## src/rtl/antares_port_arbiter.sv

```systemverilog
// rtl/antares_port_arbiter.sv - two-port (instruction/data) arbiter onto one shared memory port
module antares_port_arbiter #(
    parameter int TIMEOUT = 16
) (
    input  logic        clk,
    input  logic        rst,
    input  logic [31:0] iport_address,
    input  logic [3:0]  iport_wr,
    input  logic        iport_enable,
    output logic [31:0] iport_data_i,
    output logic        iport_ready,
    output logic        iport_error,
    input  logic [31:0] dport_address,
    input  logic [31:0] dport_data_o,
    input  logic [3:0]  dport_wr,
    input  logic        dport_enable,
    output logic [31:0] dport_data_i,
    output logic        dport_ready,
    output logic        dport_error,
    output logic [31:0] mem_address,
    output logic [31:0] mem_data_o,
    output logic [3:0]  mem_wr,
    output logic        mem_enable,
    input  logic [31:0] mem_data_i,
    input  logic        mem_ready,
    input  logic        mem_error
);

    localparam int CW   = (TIMEOUT < 2) ? 1 : $clog2(TIMEOUT + 1);
    localparam int TLIM = (TIMEOUT > 0) ? TIMEOUT - 1 : 0;

    typedef enum logic [1:0] {IDLE, BUSY_I, BUSY_D} state_t;

    state_t          state;
    logic            last_d;     // 1: data port held the last grant, 0: instruction port
    logic [CW-1:0]   counter;

    logic in_busy;
    logic sel_d;
    logic own_enable;
    logic other_enable;
    logic completion;
    logic timeout_hit;
    logic aborted;

    // Decode the current grant and the events that end a transfer this cycle
    always_comb begin
        in_busy      = (state == BUSY_I) || (state == BUSY_D);
        sel_d        = (state == BUSY_D);
        own_enable   = sel_d ? dport_enable : iport_enable;
        other_enable = sel_d ? iport_enable : dport_enable;
        completion   = in_busy && (mem_ready || mem_error);
        // A dropped request wins over the timeout: an aborted transfer reports nothing
        timeout_hit  = in_busy && (TIMEOUT != 0) && own_enable && !completion
                       && (counter == CW'(TLIM));
        aborted      = in_busy && !own_enable && !completion;
    end

    // Route the granted port onto the memory bus and memory responses back to it
    always_comb begin
        mem_enable  = in_busy && own_enable && !timeout_hit;
        mem_address = 32'h0;
        mem_wr      = 4'h0;
        mem_data_o  = 32'h0;
        if (state == BUSY_I) begin
            mem_address = iport_address;
            mem_wr      = iport_wr;
        end else if (state == BUSY_D) begin
            mem_address = dport_address;
            mem_wr      = dport_wr;
            mem_data_o  = dport_data_o;
        end
        iport_ready  = (state == BUSY_I) && mem_ready;
        iport_error  = (state == BUSY_I) && (mem_error || timeout_hit);
        dport_ready  = (state == BUSY_D) && mem_ready;
        dport_error  = (state == BUSY_D) && (mem_error || timeout_hit);
        iport_data_i = mem_data_i;
        dport_data_i = mem_data_i;
    end

    // Grant FSM: round-robin on ties, hand over without a bubble when the other port waits
    always_ff @(posedge clk) begin
        if (rst) begin
            state   <= IDLE;
            last_d  <= 1'b0;
            counter <= '0;
        end else begin
            case (state)
                IDLE: begin
                    if (dport_enable && (!iport_enable || !last_d)) begin
                        state   <= BUSY_D;
                        last_d  <= 1'b1;
                        counter <= '0;
                    end else if (iport_enable) begin
                        state   <= BUSY_I;
                        last_d  <= 1'b0;
                        counter <= '0;
                    end
                end
                BUSY_I, BUSY_D: begin
                    if (completion || timeout_hit || aborted) begin
                        if (other_enable) begin
                            state   <= sel_d ? BUSY_I : BUSY_D;
                            last_d  <= !sel_d;
                            counter <= '0;
                        end else begin
                            state <= IDLE;
                        end
                    end else if (TIMEOUT != 0) begin
                        counter <= counter + 1'b1;
                    end
                end
                default: state <= IDLE;
            endcase
        end
    end

endmodule

```

## config.mk

```make
export PLATFORM = sky130hd
export DESIGN_NAME = antares_port_arbiter
export DESIGN_NICKNAME = d
export VERILOG_FILES = /design/src/rtl/antares_port_arbiter.sv
export SDC_FILE = /design/constraint.sdc
export NUM_CORES = 1
export LEC_CHECK = 0
export CAP_MARGIN = 20
export CORE_AREA = 2 2 107 109
export CTS_CLUSTER_DIAMETER = 150
export DETAILED_ROUTE_END_ITERATION = 12
export DIE_AREA = 0 0 109 111
export GPL_ROUTABILITY_DRIVEN = 0
export GPL_TIMING_DRIVEN = 0
export PLACE_DENSITY_LB_ADDON = 0.12
export SETUP_SLACK_MARGIN = 0.4
export SKIP_LAST_GASP = 1
export SLEW_MARGIN = 10
export SYNTH_ARGS = -nofsm -noshare
export SYNTH_HDL_FRONTEND = slang
export SYNTH_SLANG_ARGS = --single-unit
export TNS_END_PERCENT = 50
```

## constraint.sdc

```tcl
create_clock -name clk -period 6.5 [get_ports clk]
set_clock_uncertainty 0.15 [all_clocks]
set_input_delay 0.975 -clock clk [delete_from_list [all_inputs] [get_ports clk]]
set_output_delay 0.975 -clock clk [all_outputs]
set_load 0.1 [all_outputs]
```

Word level (Yosys, flattened, before mapping):

Index checks and enable logic that the tools add are counted.

* register bits: 8
* input port bits: 142
* output and inout bits: 137
* logic and storage cells: 65

* $add $sub $neg: 1
* equal/unequal tests: 7
* multiplexer cells: 24
* reductions and logical operators: 30

Operators with widths (number)
* 32-bit 2-to-1 mux: 4
* 5-bit 2-to-1 mux: 4
* 1-bit logical AND: 12
* 2-bit 2-to-1 mux: 5
* 5-bit one-hot mux with 2 select lines: 1
* 4-bit 2-to-1 mux: 2
* 1-bit zero test: 6
* 1-bit logical OR: 6
* 1-bit 2-to-1 mux: 6
* 3-bit != test (second input constant): 2
* 5-bit by 1-bit adder with 5-bit output (second input constant): 1
* 5-bit by 4-bit == test with 1-bit output (second input constant): 1
* 2-bit != test (second input constant): 2
* 2-bit one-hot mux with 2 select lines: 1
* 4-bit AND reduction: 1
* 3-bit AND reduction: 1
* 2-bit by 1-bit == test with 1-bit output (second input constant): 1
* 2-bit == test (second input constant): 1
* 2-bit zero test: 1
* 1-bit one-hot mux with 2 select lines: 1
* 2-bit AND reduction: 1
* 2-bit nonzero test: 1
* 2-bit OR reduction: 1

Logic depth before layout (Yosys ltp):

* depth in word-level cells: 10
* gate-level depth with buffers: 8
* mapped depth without buffers: 7

Worst setup path after synthesis:

No wires, ideal clock.

* path type: reg2out
* start point: reg state[0]
* end point: out mem_address[10]
* arrival time: 3.392 ns
* data required time: 5.375 ns
* slack: 1.983 ns
* cell stages (with the launch flop): 7
* path buffers: 2
* cell sequence: dfxtp_1 > inv_1 > ha_1 > clkbuf_1 > clkbuf_1 > nand2_1 > o21ai_0

* cells in the longest elaborated chain, start to end: 3
* elaborated cells on any way between the ends: 4
* those cells by class: eq/ne: 2; mux: 2

Ends and longest elaborated chain
* from (decl): RTL line 34 `state_t state;`
* from (signal assigned): RTL line 103 `state <= sel_d ? BUSY_I : BUSY_D;`
* 2-bit == test: RTL line 68 `end else if (state == BUSY_D) begin`
* 32-bit 2-to-1 mux: RTL line 68
* 32-bit 2-to-1 mux (*): RTL line 65 `if (state == BUSY_I) begin`
* to (decl): RTL line 20 `output logic [31:0] mem_address,`

Mark *: on every way between the ends. The rest lies on a longest branch, timed or not.

Final worst setup path:

* start point: reg state[0]
* end point: out mem_address[28]

The elaborated chain is that of the path after synthesis.

==> metrics <==
result of the run=finished clean; core area=11100 sq um; path type of the worst min-delay path=reg2reg; cell with the most instances after synthesis=nand2_1; Max Cap Viol=0; data required time of the worst path=between 5000 and 6000 ps; critical-path cell with the highest stage delay=clkdlybuf4s50_1; leading cell types by count after synthesis=nand2_1 (71), buf_4 (64), and2_1 (34), o21ai_0 (34), clkbuf_1 (16); type of the worst setup path=reg2out; number of nets at the end of the flow=683; setup slack of the most critical reg-to-reg path=4240 ps; register clock-pin slew on the reported worst setup and hold paths=40 ps; layout cell share with drive strength beyond 1=0.133; count of final hold-check violations=0; final critical-path required period=~4500 ps; worst hold path endpoint=counter[4]; summed negative setup slack over all endpoints=0 ps; Worst-Margin Slew=~1100 ps; post-synthesis cell area=1770 sq um; clock sinks=8; highest net fanout along the worst path=10; post-route core utilization=0.404; global-route usage over all layers=0.145; worst reg2reg path endpoint=last_d; clk_lat worst skew=230 ps; number of buffer and inverter stages on the critical path=4; Yosys warning total=0; number of antenna violations at the first check in global routing=0; Ports=between 200 and 300; largest cells by area after synthesis=buf_4 (27%), nand2_1 (15%), and2_1 (12%); CP peak stage delay=approximately 1200 ps; Num CTS Buffers=3; per-cell via count in the routed design=roughly 3.9; deepest level of the CTS H-tree=1; fraction of the yosys area taken by sequential cells=0.0904; number of diodes added for antenna fixing=0; maximum vdd drop=roughly 0.24 mV; count of standard-cell rows=39; maximum number of pins on one net before global-route repair=11; detailed router's first-iteration violation count=61; remaining global-route overflow=0; number of pins exceeding their max-slew limit in the final report=0; share of synthesized registers carrying an async set or reset=0; antenna viol nets, final=0; instance count of the mapped netlist=between 200 and 300; buffers inserted during post-CTS setup optimization=0; synthesis-to-finish area growth=153%; Main synth FF type=dfxtp_1; number of global-route vias before repair=between 2000 and 2500; cts-stage hold buffer count=0; worst-case clock buffer depth=2; endpoint class of the critical path=output port; unrepaired setup endpoints after global routing=no; launch point of the worst hold path=counter[4]; final setup vio count=0; Die W=109 um; Post-Syn Nets=~430; global-route wire length before repair=13.8 mm; average wire per cell in the routed design=14.3 um; leakage power=0.00173 uW; Max Fclk=between 200 and 250 MHz; post-detailed-placement cell area=~4400 sq um; number of distinct standard cells referenced by the synthesized netlist=35; endpoint arrival time on the critical path=around 3400 ps; cell accounting for the most synthesized area=buf_4; kind of cell adding the most delay to the critical path=buffers and inverters; worst-case hold slack=between 300 and 400 ps; quantity of gates resized following cts=0; startpoint type of the worst setup path=flop; Top cell by count, worst path=clkbuf_1; Min-Delay Path Depth=2; number of filler cells placed in the layout=~1200; critical path, cell by cell=inv_1, ha_1, clkbuf_1, clkbuf_1, nand2_1, o21ai_0, clkdlybuf4s50_1; CTS tree=done; die area=12100 sq um; top cell type's share of synthesized area=0.271; post-synthesis register bit count=8; Final Power=approximately 1200 uW; clock tree root driver cell=clkbuf_16; number of enable flip-flop cells after synthesis=0; floorplan die height=between 100 and 150 um; HPWL after detailed placement=8.38 mm; Slew Limit Headroom=0.297; post-route clock period utilization=0.689; remaining design rule violation count=0; Pre-Repair DR Iteration Count=4; launch point of the worst reg-to-reg path=counter[0]; total wire length=9.66 mm; Layout Cell Area excl Fill=around 4500 sq um; via count of the routed design=roughly 2600; initial standard-cell utilization of the core=0.160; Port Buffer Count=245; power density relative to cell area=~270 nW/um^2; Register-to-Register Path Depth=7; Avg Inst Size Synth=~6.2 sq um
-- flip-flops by register name (all words and copies together), names as in the netlist --
name / count
counter: 5
state: 2
last_d: 1
-- cell families (layout without fill, tap and decap cells) --
logic type	after synthesis	in the layout	share of synthesized area
and+or+nand+nor	126	126	0.338
AOI/OAI and AO/OA	56	56	0.188
muxes	3	3	0.0198
adders and majority gates	6	6	0.0424
DFF	8	8	0.0904
buffers and inverters	86	334	0.322
-- layer usage --
metal  vias to the layer above  share of wire  global-route usage
li1                       1364              -                   -
met1                      1162           0.37               0.160
met2                       114           0.56               0.294
met3                         0          0.079              0.0270
met4                         0              0             0.00256
met5                         -              0                   0
-- power breakdown --
| part | total, uW | internal [uW] | switching, uW |
|---|---|---|---|
| clock | 101 | 79.2 | 22.3 |
| sequential | 58.2 | 54.1 | 4.12 |
| combinational | 1060 | 271 | 786 |
| total | 1220 | 405 | 813 |
-- worst max-delay path by stage --
stage                 start              end  slack (ps)  cells past startpoint
2_1_floorplan      state[0]  mem_address[10]        1980                      6
3_3_place_gp   iport_enable      iport_error        2090                      5
3_5_place_dp   iport_enable      iport_error        2080                      5
4_1_cts            state[0]  mem_address[28]        1950                      7
5_1_grt            state[0]  mem_address[29]        1740                      7
6_report           state[0]  mem_address[28]        2020                      7
-- per-stage QoR --
| step | worst slack (ps) | std cells |
|---|---|---|
| finish | 2020 | 676 |
| global route | 1740 | 676 |
| CTS | 1950 | 676 |
| detailed placement | 2080 | 673 |
| global placement | 2090 | 673 |
| floorplan | 1980 | 285 |
-- worst min-delay path, delay by kind of cell (launching register included) --
family	cells	cell delay, ps
AO/OA/AOI/OAI	1	60
flip-flops	1	320
AND/OR/NAND/NOR	1	70
-- cells in the final DEF, fill, tap and decap left out, drive strengths merged --
cell type / instances
a311oi: 3
a41oi: 2
dfxtp: 8
mux2i: 2
nor2b: 4
a2bb2oi: 1
a32o: 1
and2: 34
or3: 1
a22oi: 1
clkbuf: 19
nand2b: 1
nand3: 3
a21oi: 5
a21bo: 1
nor2: 7
o31ai: 1
nor3: 1
o21ai: 35
inv: 4
a31o: 1
a31oi: 2
buf: 66
mux2: 1
ha: 6
and3: 2
clkdlybuf4s50: 245
a22o: 2
or4b: 1
o22ai: 1
nor3b: 1
nand2: 71
-- cell type report --
type                            instances  area, sq um  area share
Timing Repair Buffer                  245         2450       0.548
Tap cell                              143          179      0.0400
Clock buffer                            3         75.1      0.0168
Inverter                                4         15.0     0.00335
Multi-Input combinational cell        191         1040       0.232
Sequential cell                         8          160      0.0358
Buffer                                 82          556       0.124
Note: power is estimated with default switching activity, not from simulation.
